[src/rtl/ff_edge_monitor.sv]
// ---------------------------------------------------------------------------
// ff_edge_monitor
//
// Purpose:
//   Watches the true/complement outputs of an upstream negedge D flop. It
//   validates them (q must differ from qn), tracks the validated level, counts
//   rising and falling transitions and invalid samples, and latches into a
//   FAULT state after ERR_LIMIT consecutive invalid samples.
//
//   Pipeline: q/qn are registered into q_r/qn_r on every rising edge. The
//   decision logic looks only at q_r/qn_r, so an input change captured at
//   edge k is visible on the outputs after edge k+1.
//
// Parameters:
//   CNT_W      width of each event counter (saturating)
//   ERR_LIMIT  consecutive invalid samples that force FAULT (1..15)
//
// Ports:
//   clk         sole clock, rising edge
//   reset_n     synchronous active-low reset, highest priority
//   q, qn       true/complement outputs of the upstream flop
//   clr         synchronous clear of counters, fault and state
//   level       last validated value of q
//   edge_pulse  one-cycle strobe on each validated transition
//   rise_cnt    validated 0->1 transitions
//   fall_cnt    validated 1->0 transitions
//   viol_cnt    invalid samples (q == qn)
//   fault       high while the FSM is in FAULT
//   state       FSM state: IDLE=0, TRACK_LO=1, TRACK_HI=2, FAULT=3
// ---------------------------------------------------------------------------
module ff_edge_monitor #(
    parameter int CNT_W     = 8,
    parameter int ERR_LIMIT = 3
) (
    input  logic             clk,
    input  logic             reset_n,
    input  logic             q,
    input  logic             qn,
    input  logic             clr,
    output logic             level,
    output logic             edge_pulse,
    output logic [CNT_W-1:0] rise_cnt,
    output logic [CNT_W-1:0] fall_cnt,
    output logic [CNT_W-1:0] viol_cnt,
    output logic             fault,
    output logic [1:0]       state
);

    typedef enum logic [1:0] {
        IDLE     = 2'd0,
        TRACK_LO = 2'd1,
        TRACK_HI = 2'd2,
        FAULT    = 2'd3
    } state_t;

    localparam logic [3:0] LIMIT = ERR_LIMIT[3:0];

    state_t     state_q;
    logic       q_r;
    logic       qn_r;
    logic [3:0] bad_run;
    logic [3:0] bad_run_inc;
    logic       sample_ok;

    // The q_r/qn_r reset values (0/1) are placeholders, not a real capture.
    // primed stays low until the first post-reset capture so the FSM never
    // makes a decision on them. clr does not touch it, because the sampling
    // registers keep capturing while clr is high.
    logic       primed;

    assign state       = state_q;
    assign sample_ok   = (q_r != qn_r);
    assign bad_run_inc = (bad_run == 4'hF) ? bad_run : bad_run + 4'd1;

    always_ff @(posedge clk) begin
        if (!reset_n) begin
            q_r        <= 1'b0;
            qn_r       <= 1'b1;
            primed     <= 1'b0;
            state_q    <= IDLE;
            level      <= 1'b0;
            edge_pulse <= 1'b0;
            fault      <= 1'b0;
            rise_cnt   <= '0;
            fall_cnt   <= '0;
            viol_cnt   <= '0;
            bad_run    <= 4'd0;
        end else begin
            q_r        <= q;
            qn_r       <= qn;
            primed     <= 1'b1;
            edge_pulse <= 1'b0;

            if (clr) begin
                // Whatever the current sample would have done is discarded.
                state_q  <= IDLE;
                level    <= 1'b0;
                fault    <= 1'b0;
                rise_cnt <= '0;
                fall_cnt <= '0;
                viol_cnt <= '0;
                bad_run  <= 4'd0;
            end else if (primed && (state_q != FAULT)) begin
                if (sample_ok) begin
                    bad_run <= 4'd0;
                    case (state_q)
                        IDLE: begin
                            level   <= q_r;
                            state_q <= q_r ? TRACK_HI : TRACK_LO;
                        end
                        TRACK_LO: begin
                            if (q_r) begin
                                state_q    <= TRACK_HI;
                                level      <= 1'b1;
                                edge_pulse <= 1'b1;
                                if (rise_cnt != '1) rise_cnt <= rise_cnt + 1'b1;
                            end
                        end
                        TRACK_HI: begin
                            if (!q_r) begin
                                state_q    <= TRACK_LO;
                                level      <= 1'b0;
                                edge_pulse <= 1'b1;
                                if (fall_cnt != '1) fall_cnt <= fall_cnt + 1'b1;
                            end
                        end
                        default: ;
                    endcase
                end else begin
                    // Invalid sample: count it, hold level/state, and fault
                    // on the very edge the run length hits the limit.
                    bad_run <= bad_run_inc;
                    if (viol_cnt != '1) viol_cnt <= viol_cnt + 1'b1;
                    if (bad_run_inc >= LIMIT) begin
                        state_q <= FAULT;
                        fault   <= 1'b1;
                    end
                end
            end
        end
    end

endmodule

[config.mk]
export PLATFORM = sky130hd
export DESIGN_NAME = ff_edge_monitor
export DESIGN_NICKNAME = d
export VERILOG_FILES = /design/src/rtl/ff_edge_monitor.sv
export SDC_FILE = /design/constraint.sdc
export NUM_CORES = 1
export LEC_CHECK = 0
export BUFFER_PORTS_ARGS = -buffer_cell sky130_fd_sc_hd__buf_4
export CAP_MARGIN = 0
export CORE_MARGIN = 2
export CORE_UTILIZATION = 45
export CTS_CLUSTER_DIAMETER = 150
export DETAILED_ROUTE_END_ITERATION = 12
export PLACE_DENSITY = 0.69
export SETUP_SLACK_MARGIN = 0.1
export SYNTH_ARGS = -nofsm -noshare
export SYNTH_HDL_FRONTEND = slang
export SYNTH_SLANG_ARGS = --single-unit
[constraint.sdc]
create_clock -name clk -period 5.4 [get_ports clk]
set_input_delay 0.54 -clock clk [delete_from_list [all_inputs] [get_ports clk]]
set_output_delay 0.54 -clock clk [all_outputs]
set_load 0.005 [all_outputs]
=== Word-level counts from Yosys, hierarchy flattened ===
Cells that the tools add are included.

* Register bits after elaboration: 36
* Input bits: 5
* Output and inout port bits: 29
* Word-level logic and storage cells: 60

* Add/subtract/negate cells: 4
* $lt $le $gt $ge: 1
* Eq/ne operators: 13
* Mux-type cells: 15
* Bitwise logic cells: 4
* Reduce and logical (&&, ||, !) cells: 12

{| class="wikitable"
|+ Operators with widths
! kind !! number
|-
| 8-bit by 1-bit adder with 8-bit output (second input constant) || 3
|-
| 8-bit != test (second input constant) || 3
|-
| 5-bit AND reduction || 4
|-
| 2-bit two-way mux || 5
|-
| 4-bit two-way mux || 2
|-
| 2-bit != test (second input constant) || 3
|-
| 3-bit != test (second input constant) || 2
|-
| 2-bit case mux with 3 select lines || 1
|-
| 3-bit AND reduction || 2
|-
| 1-bit two-way mux || 5
|-
| 4-bit by 1-bit adder with 4-bit output (second input constant) || 1
|-
| 4-bit == test (second input constant) || 1
|-
| 4-bit by 2-bit >= comparator with 1-bit output (second input constant) || 1
|-
| 4-bit by 1-bit != test with 1-bit output (second input constant) || 1
|-
| 1-bit inverter || 4
|-
| 4-bit OR reduction || 1
|-
| 1-bit case mux with 3 select lines || 1
|-
| 3-bit nonzero test || 1
|-
| 2-bit by 1-bit == test with 1-bit output (second input constant) || 1
|-
| 2-bit == test (second input constant) || 1
|-
| 2-bit logical NOT || 1
|-
| 1-bit case mux with 2 select lines || 1
|-
| 2-bit nonzero test || 1
|-
| 2-bit OR reduction || 1
|-
| other kinds (2) || 2
|}

=== Longest topological paths before layout ===
* Word-level depth: 5
* Gate-level depth with buffers: 7
* Gate-level depth less buffers: 6

=== Least setup slack after synthesis ===
No wires, ideal clock.

* Path type: register to register
* From: reg q_r
* To: reg level
* Setup time: 0.129 ns
* Arrival: 1.588 ns
* Required time: 5.271 ns
* Slack: 3.683 ns
* Stages on the path, launching flop included: 7
* Path buffers: 1
* Clock period less this slack: 1.717 ns
* Cells stage by stage: dfxtp_1 > inv_1 > ha_1 > buf_2 > a2111oi_1 > mux2i_1 > nor2_1

* Cells in the longest elaborated chain, start to end: 2
* Elaborated cells between the ends (all ways): 5
* Those cells by class: eq/ne (3); mux (1); reduce/logical (1)

{| class="wikitable"
|+ Ends and longest elaborated chain
! item !! line !! source
|-
| from (decl) || 59 || <nowiki>logic q_r;</nowiki>
|-
| from (signal assigned) || 89 || <nowiki>q_r <= q;</nowiki>
|-
| 2-bit != test (no line) or 1-bit != test (tied branches) || - ||
|-
| 5-bit AND reduction (no line) || - ||
|-
| to (signal assigned) || 108 || <nowiki>level <= q_r;</nowiki>
|-
| to (decl) || 40 || <nowiki>output logic level,</nowiki>
|}

Parallel ways exist; a longest one is shown, timed or not.
A chain may end at the register's enable or synchronous reset.

=== Worst setup path in the final report ===
* From: reg q_r
* To: reg viol_cnt[4]

* Cells in the longest elaborated chain, start to end: 3

{| class="wikitable"
|+ Ends and longest elaborated chain
! item !! line !! source
|-
| 1-bit != test || 72 || <nowiki>assign sample_ok = (q_r != qn_r);</nowiki>
|-
| 1-bit inverter (no line) || - ||
|-
| 3-bit AND reduction (no line) || - ||
|-
| to (signal assigned) || 133 || <nowiki>if (viol_cnt != '1) viol_cnt <= viol_cnt + 1'b1;</nowiki>
|-
| to (decl) || 44 || <nowiki>output logic [CNT_W-1:0] viol_cnt,</nowiki>
|}

No other way between the ends.

==> flow_summary.html <==
<table>
<tr><th>Metric</th><th>Value</th></tr>
<tr><th colspan="2">CTS</th></tr>
<tr><td>Setup bufs post-CTS</td><td>0</td></tr>
<tr><td>Clock latency of the later-clocked register in the worst-skew pair</td><td>0.29 ns</td></tr>
<tr><td>Clock slew seen by the registers of the worst setup and hold paths</td><td>0.07 ns</td></tr>
<tr><td>TritonCTS Sinks</td><td>36</td></tr>
<tr><td># H-tree levels</td><td>2</td></tr>
<tr><td>Number of buffers inserted by hold repair at cts</td><td>0</td></tr>
<tr><td>Root buf cell</td><td>clkbuf_8</td></tr>
<tr><td>Clock tree from TritonCTS</td><td>yes</td></tr>
<tr><td>Clock buffer depth</td><td>2</td></tr>
<tr><td>Number of CTS-inserted buffers</td><td>5</td></tr>
<tr><td>Number of resized instances in the post-cts repair step</td><td>0</td></tr>
<tr><th colspan="2">Global routing</th></tr>
<tr><td>Global-route total usage across every layer</td><td>0.170</td></tr>
<tr><td>Pin count of the biggest net entering global routing</td><td>34</td></tr>
<tr><td>Number of antenna violations at the first check in global routing</td><td>0</td></tr>
<tr><td>Via count of the first global-routing pass</td><td>1,339</td></tr>
<tr><td>First-pass GRT wire length</td><td>5.95 mm</td></tr>
<tr><td>Remaining Overflow, GRT</td><td>0</td></tr>
<tr><th colspan="2">Drt</th></tr>
<tr><td>Post-route ant nets</td><td>0</td></tr>
<tr><td>Total detailed-routing wirelength</td><td>3.67 mm</td></tr>
<tr><td>Drt wl/cell</td><td>between 10 and 15 um</td></tr>
<tr><td>Via density per instance</td><td>5.51</td></tr>
<tr><td>Total via count in the routed design</td><td>1,571</td></tr>
<tr><td>DR pass1 iterations</td><td>4</td></tr>
<tr><td>Remaining routing DRC violations</td><td>0</td></tr>
<tr><td>Iteration-0 DRC Markers</td><td>74</td></tr>
<tr><th colspan="2">Setup path</th></tr>
<tr><td>Critical-path cell list</td><td>inv_1 &gt; ha_1 &gt; and3b_1 &gt; nand2_1 &gt; or3_1 &gt; a21oi_1</td></tr>
<tr><td>Setup crit start kind</td><td>flop</td></tr>
<tr><td>Critical path peak fanout</td><td>11</td></tr>
<tr><td>Arrival time of the worst setup path</td><td>2.13 ns</td></tr>
<tr><td>Required time of the worst setup path</td><td>5.62 ns</td></tr>
<tr><td>Slowest library cell on the worst path</td><td>ha_1</td></tr>
<tr><td>Endpoint class of the critical path</td><td>flop</td></tr>
<tr><td>Critical setup path kind</td><td>flop to flop</td></tr>
<tr><td>Longest individual stage delay on the worst path</td><td>0.48 ns</td></tr>
<tr><th colspan="2">Timing</th></tr>
<tr><td>Finish-stage setup viols</td><td>0</td></tr>
<tr><td>Final critical-path required period</td><td>1.91 ns</td></tr>
<tr><td>Hold violation count in the final report</td><td>0</td></tr>
<tr><td>Unrepaired setup endpoints after global routing</td><td>false</td></tr>
<tr><td>Transition at the pin with the smallest max-transition slack</td><td>around 0.5 ns</td></tr>
<tr><td>Slew Viols, Final</td><td>0</td></tr>
<tr><td>Final sum of negative setup slack</td><td>0 ns</td></tr>
<tr><td>Final critical-path share of the clock period</td><td>0.354</td></tr>
<tr><td>Headroom to the max-slew limit</td><td>0.657</td></tr>
<tr><td>Max Clock Skew</td><td>0.00641 ns</td></tr>
<tr><td>Highest achievable clock rate</td><td>523 MHz</td></tr>
<tr><th colspan="2">Floorplan</th></tr>
<tr><td>Standard-cell row count</td><td>23</td></tr>
<tr><td>I/O pin cnt</td><td>34</td></tr>
<tr><td>Starting density of the core</td><td>0.465</td></tr>
<tr><td>Die boundary width</td><td>68.1 um</td></tr>
<tr><td>Chip Height</td><td>roughly 70 um</td></tr>
<tr><td>Area of the core</td><td>3970 um^2</td></tr>
<tr><td>Die Footprint</td><td>4630 um^2</td></tr>
<tr><th colspan="2">Power and ir drop</th></tr>
<tr><td>Proportion of power drawn by combinational gates</td><td>0.066</td></tr>
<tr><td>Leakage power of the design</td><td>0.941 nW</td></tr>
<tr><td>Peak supply drop</td><td>0.169 mV</td></tr>
<tr><td>Total power after layout</td><td>0.569 mW</td></tr>
<tr><td>Power share of the sequential group</td><td>0.478</td></tr>
<tr><td>Power per Cell Area</td><td>252 nW/um^2</td></tr>
<tr><td>Switching part of the total power</td><td>0.215</td></tr>
<tr><td>Clock group share of total power</td><td>0.456</td></tr>
<tr><td>Internal portion of total power</td><td>approximately 0.45 mW</td></tr>
<tr><td>Net Sw Power</td><td>0.122 mW</td></tr>
<tr><th colspan="2">Flow run</th></tr>
<tr><td>Max-capacitance violation count</td><td>0</td></tr>
<tr><th colspan="2">Synth</th></tr>
<tr><td>Number of flops mapped to enable cells by yosys</td><td>0</td></tr>
<tr><td>Number of synthesis warnings</td><td>0</td></tr>
<tr><td>Synthesized netlist cell count</td><td>200</td></tr>
<tr><td>Prevailing post-synth register cell</td><td>dfxtp_1</td></tr>
<tr><td>Post-synthesis cell type with the largest combined area</td><td>dfxtp_1</td></tr>
<tr><td>Async S/R FF share, synth</td><td>0</td></tr>
<tr><td>Top cells by area in the synthesized netlist</td><td>dfxtp_1 39%, ha_1 6.8%, xor2_1 6.6%</td></tr>
<tr><td>Number of distinct library cell variants in the gate-level netlist after synthesis</td><td>47</td></tr>
<tr><td>Number of nets produced by synthesis</td><td>215</td></tr>
<tr><td>Sequential share of the synthesized area</td><td>0.390</td></tr>
<tr><td>Share of the synthesized area in the top cell type</td><td>0.390</td></tr>
<tr><td>Post-synthesis register bit count</td><td>36</td></tr>
<tr><td>Avg Synthesized Cell Area</td><td>9.23 um^2</td></tr>
<tr><td>Cell area after technology mapping</td><td>1850 um^2</td></tr>
<tr><th colspan="2">Place</th></tr>
<tr><td>Routability congestion estimate</td><td>0.756</td></tr>
<tr><td>Placed wire-length estimate after detailed placement</td><td>2.61 mm</td></tr>
<tr><td>Number of port buffers</td><td>33</td></tr>
<tr><th colspan="2">Finish</th></tr>
<tr><td>Most common library cell in the layout ignoring fill and taps</td><td>dfxtp_1</td></tr>
<tr><td>Number of nets in the layout</td><td>~250</td></tr>
<tr><td>Ant diodes</td><td>0</td></tr>
<tr><td>Fraction of final layout cells with drive strength greater than 1</td><td>0.209</td></tr>
<tr><td>Layout overhead on the synthesized area</td><td>22.4%</td></tr>
<tr><td>Most frequent cells in the layout</td><td>36 x dfxtp_1, 34 x buf_4, 26 x nor2_1</td></tr>
<tr><th colspan="2">Hold path</th></tr>
<tr><td>Path class of the lowest-slack min-delay path</td><td>input port to flop</td></tr>
<tr><th colspan="2">Outcome</th></tr>
<tr><td>Run status</td><td>completed</td></tr>
</table>
## layer usage
metal  vias up  global-route usage  wire, um
li1        796                   -         -
met1       738               0.211      1690
met2        31               0.282      1760
met3         6              0.0395       160
met4         0              0.0675        60
met5         -                   0         0
## through the flow
stage	utilization	instance area, um^2	instances	setup slack (ns)	hold WS [ns]
finish	0.569	2260	285	3.49	0.380
global route	0.569	2260	285	3.36	0.375
CTS	0.569	2260	285	3.50	0.377
detailed placement	0.537	2130	277	3.52	0.470
global placement	0.537	2130	277	3.57	0.471
floorplan	-	1850	200	3.68	0.480
## logic make-up after synthesis
| family | Yosys count | synth area share |
|---|---|---|
| xor+xnor | 15 | 0.0711 |
| mux | 8 | 0.0434 |
| fa+ha+maj | 10 | 0.0678 |
| flops | 36 | 0.390 |
| compound gates | 37 | 0.161 |
| simple gates | 82 | 0.240 |
| buf+inv | 12 | 0.0264 |
## power groups by stage
stage	clock network, mW	logic, mW	registers (mW)
floorplan	0	0.0273	0.277
detailed placement	0	0.0371	0.278
global placement	0	0.0366	0.278
finish	0.259	0.0378	0.272
CTS	0.266	0.0377	0.272
global route	0.279	0.0415	0.272
## registers in the layout, summed over array words and instances (netlist names), 2 cells and up
signal and cells:
fall_cnt 8, rise_cnt 8, viol_cnt 8, bad_run 4
state 2
## cell type report
cell class / count / area [um^2]
clock inverters: 1 / 30.0
flip-flops and latches: 36 / 721
clock buffers: 7 / 96.3
fillers: 356 / 1710
well taps: 50 / 62.6
repair buffers: 34 / 255
multi-input cells: 152 / 1080
inverters: 5 / 18.8
## worst max-delay path, delay by kind of cell, from the launching register on
kind / cells / cell delay, ns
and+or+nand+nor: 3 / 0.70
AOI/OAI and AO/OA: 1 / 0.14
adders and majority gates: 1 / 0.48
DFF: 1 / 0.42
buffers and inverters: 1 / 0.08
## path summary, 6_finish.rpt
check / slack, ns / start / to / depth (start not counted)
worst min-delay path: 0.38 / reset_n / primed$_DFF_P_ / 1
worst max-delay path: 3.49 / q_r$_SDFF_PN0_ / viol_cnt[4]$_SDFFE_PP0P_ / 6
worst max register to register: 3.49 / q_r$_SDFF_PN0_ / viol_cnt[4]$_SDFFE_PP0P_ / 6
worst min register to register: 0.48 / fault$_SDFFE_PP0P_ / fault$_SDFFE_PP0P_ / 1
## synth_stat cells (all sizes together) (2+ instances only)
cell type,n
nand2b,4
nor3,4
o211ai,7
mux2i,8
and3,5
ha,10
xor2,14
nor2,26
dfxtp,36
a21oi,6
a211oi,2
a2111oi,2
buf,3
nand3,5
clkbuf,4
nor4,3
nand4,6
nor2b,5
or3,2
o21ai,7
inv,5
o2111ai,3
and2,5
and4b,2
nand2,9
Note: power is estimated with default switching activity, not from simulation.
